==> src/rtl/csa_mult_pkg.sv <==
// csa_mult_pkg: shared types and helpers for the carry-save sequential multiplier
// Contents: state_t FSM encoding, pp_row() partial-product row builder,
//           bw_const() Baugh-Wooley correction constant.
package csa_mult_pkg;

  typedef enum logic [1:0] {IDLE, REDUCE, RESOLVE, DONE} state_t;

  // Row i of the a*b partial-product array, shifted into place. Operands are
  // zero-extended to 32 bits; the caller truncates the result to 2*w bits.
  // In signed mode the Baugh-Wooley terms are inverted: bit w-1 of rows below
  // w-1, and bits 0..w-2 of row w-1.
  function automatic logic [63:0] pp_row(input logic [31:0] a, input logic [31:0] b,
                                         input int i, input int w, input logic sgn);
    logic [63:0] r;
    logic bit_v;
    r = '0;
    for (int j = 0; j < 32; j++) begin
      if (j < w) begin
        bit_v = a[j] & b[i];
        if (sgn && ((i < w - 1 && j == w - 1) || (i == w - 1 && j < w - 1)))
          bit_v = ~bit_v;
        r[j] = bit_v;
      end
    end
    return r << i;
  endfunction

  // Constant that turns the inverted Baugh-Wooley terms into a two's-complement product.
  function automatic logic [63:0] bw_const(input int w);
    return (64'd1 << w) | (64'd1 << (2 * w - 1));
  endfunction

endpackage

==> src/rtl/csa_row_3to2.sv <==
// csa_row_3to2: N-bit 3:2 carry-save compressor row
// Ports: x, y, z (N-bit addends) -> s (bitwise sum), c (carry, shifted left one, MSB carry dropped)
module csa_row_3to2 #(
  parameter int N = 16
) (
  input  logic [N-1:0] x,
  input  logic [N-1:0] y,
  input  logic [N-1:0] z,
  output logic [N-1:0] s,
  output logic [N-1:0] c
);
  assign s = x ^ y ^ z;
  assign c = ((x & y) | (x & z) | (y & z)) << 1;
endmodule

==> src/rtl/csa_seq_multiplier.sv <==
// csa_seq_multiplier: multi-cycle WIDTH x WIDTH multiplier, RPC carry-save rows per clock
// Ports: clk, rst_n (sync, active-low); in_valid/in_ready + a, b operand handshake;
//        out_valid/out_ready + product (2*WIDTH, held until accepted); busy (state != IDLE).
// Build option: define SIGNED_MODE_EN for two's-complement (Baugh-Wooley) operation.
module csa_seq_multiplier
  import csa_mult_pkg::*;
#(
  parameter int WIDTH = 8,
  parameter int RPC   = 2
) (
  input  logic                 clk,
  input  logic                 rst_n,
  input  logic                 in_valid,
  output logic                 in_ready,
  input  logic [WIDTH-1:0]     a,
  input  logic [WIDTH-1:0]     b,
  output logic                 out_valid,
  input  logic                 out_ready,
  output logic [2*WIDTH-1:0]   product,
  output logic                 busy
);
  localparam int W2 = 2 * WIDTH;
  localparam int IW = $clog2(WIDTH + 1);
`ifdef SIGNED_MODE_EN
  localparam logic SGN = 1'b1;
  localparam logic [W2-1:0] S_INIT = W2'(bw_const(WIDTH));
`else
  localparam logic SGN = 1'b0;
  localparam logic [W2-1:0] S_INIT = '0;
`endif

  if (!(RPC == 1 || RPC == 2 || RPC == 4) || (WIDTH % RPC) != 0 || WIDTH < 4 || WIDTH > 32) begin : g_bad_params
    $error("csa_seq_multiplier: illegal WIDTH/RPC combination");
  end

  state_t state, state_n;
  logic [WIDTH-1:0] a_r, b_r;
  logic [W2-1:0] s_r, c_r;
  logic [IW-1:0] idx;
  logic last;
  logic [RPC:0][W2-1:0] s_ch, c_ch;
  logic [RPC-1:0][W2-1:0] rows;

  assign s_ch[0] = s_r;
  assign c_ch[0] = c_r;
  assign last = (idx + IW'(RPC)) == IW'(WIDTH);

  for (genvar k = 0; k < RPC; k++) begin : g_chain
    assign rows[k] = W2'(pp_row(32'(a_r), 32'(b_r), int'(idx) + k, WIDTH, SGN));
    csa_row_3to2 #(.N(W2)) u_row (
      .x(s_ch[k]),
      .y(c_ch[k]),
      .z(rows[k]),
      .s(s_ch[k+1]),
      .c(c_ch[k+1])
    );
  end

  always_ff @(posedge clk)
    state <= !rst_n ? IDLE : state_n;

  always_comb
    state_n = (state == IDLE)   ? (in_valid ? REDUCE : IDLE) :
              (state == REDUCE) ? (last ? RESOLVE : REDUCE) :
              (state == RESOLVE) ? DONE :
              (out_ready ? IDLE : DONE);

  always_comb begin
    in_ready  = rst_n && state == IDLE;
    out_valid = state == DONE;
    busy      = state != IDLE;
  end

  always_ff @(posedge clk) begin
    if (!rst_n) begin
      a_r     <= '0;
      b_r     <= '0;
      s_r     <= '0;
      c_r     <= '0;
      idx     <= '0;
      product <= '0;
    end else begin
      if (state == IDLE && in_valid) begin
        a_r <= a;
        b_r <= b;
        s_r <= S_INIT;
        c_r <= '0;
        idx <= '0;
      end
      if (state == REDUCE) begin
        s_r <= s_ch[RPC];
        c_r <= c_ch[RPC];
        idx <= idx + IW'(RPC);
      end
      if (state == RESOLVE)
        product <= s_r + c_r;
    end
  end
endmodule

==> config.mk <==
export PLATFORM = sky130hd
export DESIGN_NAME = csa_seq_multiplier
export DESIGN_NICKNAME = d
export VERILOG_FILES = /design/src/rtl/csa_mult_pkg.sv /design/src/rtl/csa_row_3to2.sv /design/src/rtl/csa_seq_multiplier.sv
export SDC_FILE = /design/constraint.sdc
export NUM_CORES = 1
export LEC_CHECK = 0
export CAP_MARGIN = 10
export CELL_PAD_IN_SITES_DETAIL_PLACEMENT = 0
export CELL_PAD_IN_SITES_GLOBAL_PLACEMENT = 1
export CORE_MARGIN = 2
export CORE_UTILIZATION = 44
export DETAILED_ROUTE_END_ITERATION = 6
export PLACE_DENSITY = 0.76
export REMOVE_ABC_BUFFERS = 1
export SYNTH_ARGS = -nofsm -noshare
export SYNTH_HDL_FRONTEND = slang
export SYNTH_SLANG_ARGS = --single-unit
==> constraint.sdc <==
create_clock -name clk -period 3.3 [get_ports clk]
set_input_delay 0.66 -clock clk [delete_from_list [all_inputs] [get_ports clk]]
set_output_delay 0.66 -clock clk [all_outputs]
set_load 0.05 [all_outputs]
==> qor.yml <==
rr_startpoint: "idx[2]"
clock_sinks: 68
p_leak_uw: 0.00197
syn_avg_cell_area_um2: 8.49
drtIter0Drc: 134
grt_pass1_wl_um: 16900
tightestPinTransition_ns: 0.876
synth_warnings: 0
num_vias: 3541
max_cap_violations: 0
first_global_vias: 3473
ys_async_sr_fraction_pct: 0
vias_per_cell: 5.19
synth_area_leaders: "dfxtp_1 (31%), fa_1 (13%), a21boi_0 (8.3%), nand2_1 (7.8%), nand3_1 (5.1%)"
synth_cell_type_count: 52
final.period_utilization_pct: 89.8
track_usage_pct: 19.6
final_common_cell: "nand2_1"
reg2reg_slack_ns: 0.34
initial_core_util_pct: 45.1
ys_seq_elements: 68
whs_path_depth: 2
p_int_uw: 1310
fmax_mhz: 337
powerDensity_nw_per_um2: 349
cts_tree: "yes"
fill_cells: 952
power.switching_uw: 464
fin_tns_setup_ns: 0
power_frac_seq_pct: 48.4
grt_max_degree: 41
diodes: 0
drive_gt1_share_pct: 8.38
first_pass_iters: 5
fin_util_pct: 51.9
die_height_um: 104
rsz0062_at_grt: "false"
ys_seq_area_share_pct: 30.8
htree_levels: 3
synth_top_area_share_pct: 30.8
fin_ws_ns: 0.335
arrival_ns: 3.24
hold_end: "product[13]"
postCtsSetupRepairBufs: 0
port-buffer-count: 38
vdd_ir_drop_max_uv: 171
io_pins: 39
seqCellArea_um2: 1360
required_ns: 3.58
syn_inst: 520
multi_input_area_um2: 2840
cts_resized: 0
power_frac_comb_pct: 11.0
clk_pin_slew_ns: 0.07
critPathMaxFanout: 15
holdBufCountCts: 0
layout_common_cells: "nand2_1 (92), dfxtp_1 (68), a21boi_0 (49)"
synth_edf_count: 0
clock-skew-final_ns: 0.0115
syn_area_um2: 4410
yosysTopAreaCell: "dfxtp_1"
wl_per_cell_um: 14.6
crit_path_start_kind: "flop"
dp_hpwl_um: 7250
r2r_cells: 7
min_from: "product[13]"
core_area_um2: 9770
die_w_um: 104
hp-class: "flop to flop"
ctsLongestPathBuffers: 2
hold_violations: 0
dominantRegCellSynth: "dfxtp_1"
dieArea_um2: 10800
p_clk_share_pct: 40.6
pre_cts_slack_ns: 0.359
cp-end-kind: "flop"
outcome: "finished, final reports clean"
relSlewSlack_pct: 41.4
root_buffer: "clkbuf_8"
antenna_found_initial: 0
setup_viol: 0
finalWirelength_um: 9970
finalMaxSlewViolations: 0
place_congestion: 0.799
r2r-end: "s_r[13]"
crit_type: "flop to flop"
nets: 610
layout_min_cycle_time_ns: 2.96
syn_to_final_growth_pct: 15.0
cts-buffers-inserted: 9
total_power_uw: 1770
overflow: 0
remaining_drc_errors: 0
clock_latency_ns: 0.36
drtAntennaViolNets: 0
rows: 36
switching_share_pct: 26.2
registers in the layout, summed over array words and instances, names as in the netlist:
signal	count
a_r	8
product	16
state	2
c_r	15
idx	3
b_r	8
s_r	16
metrics by stage:
step	hold slack (ns)	std cells	cell area, um2
floorplan	0.440	486	4250
global placement	0.438	666	4870
detailed placement	0.449	666	4870
CTS	0.459	682	5080
global route	0.482	682	5080
finish	0.454	682	5080
how the worst max path moves through the flow:
stage,startpoint,endpoint,slack [ns],cells past startpoint
6_report,idx[2],s_r[13],0.34,7
5_1_grt,idx[2],s_r[13],0.11,7
4_1_cts,idx[2],s_r[13],0.32,7
3_5_place_dp,idx[2],s_r[13],0.36,7
3_3_place_gp,idx[2],s_r[9],0.42,7
2_1_floorplan,idx[1],s_r[12],0.26,7
power by group through the flow:
stage | clock (uW) | sequential (uW) | combinational (uW)
5_1_grt | 774 | 859 | 218
3_3_place_gp | 0 | 875 | 195
4_1_cts | 739 | 856 | 198
2_1_floorplan | 0 | 874 | 110
3_5_place_dp | 0 | 876 | 197
6_report | 719 | 857 | 195
routing by layer:
layer,GRT usage (%),share of wire (%)
met1,27.5,51
met2,30.1,44
met3,3.70,3.1
met4,6.95,1.8
met5,0,0
critical path: stages, from the launching register on:
cell	delay [ns]
dfxtp_1	0.69
mux4_2	0.40
nand2b_1	0.39
nor2_1	0.14
fa_1	0.50
fa_1	0.55
nand2_1	0.04
a21boi_0	0.16
synth_stat cells (3+ instances only):
cell      instances
a22oi_1           4
a21o_1            3
nor2b_1           9
or2_2             5
ha_1             17
nor2_1           38
nor3_1            4
a211oi_1          3
nand4b_1          3
xor2_1            5
clkbuf_1         16
nand3_1          45
o21a_1            3
and2_1           10
nand2_1          92
inv_1            13
buf_2            16
a21boi_0         49
dfxtp_1          68
o21ai_0          26
mux2i_1           4
nand2b_1          6
fa_1             29
mux2_2            6
a21oi_1          14
cell type report:
type                       count  area share [%]
timing repair buffer          47            8.92
inverter                      13           0.961
sequential                    68            26.8
multi-input combinational    405            56.0
clock buffer                  12            3.06
clock inverter                 4           0.937
tap                          133            3.28
logic make-up after synthesis:
family	Yosys count	share of synthesized area (%)
and+or+nand+nor	222	23.1
AOI/OAI and AO/OA	117	18.5
buffers and inverters	47	4.76
adders and majority gates	46	18.0
muxes	12	3.46
xor gates and xnor gates	6	1.19
other	2	0.170
DFF	68	30.8
Note: power is estimated with default switching activity, not from simulation.
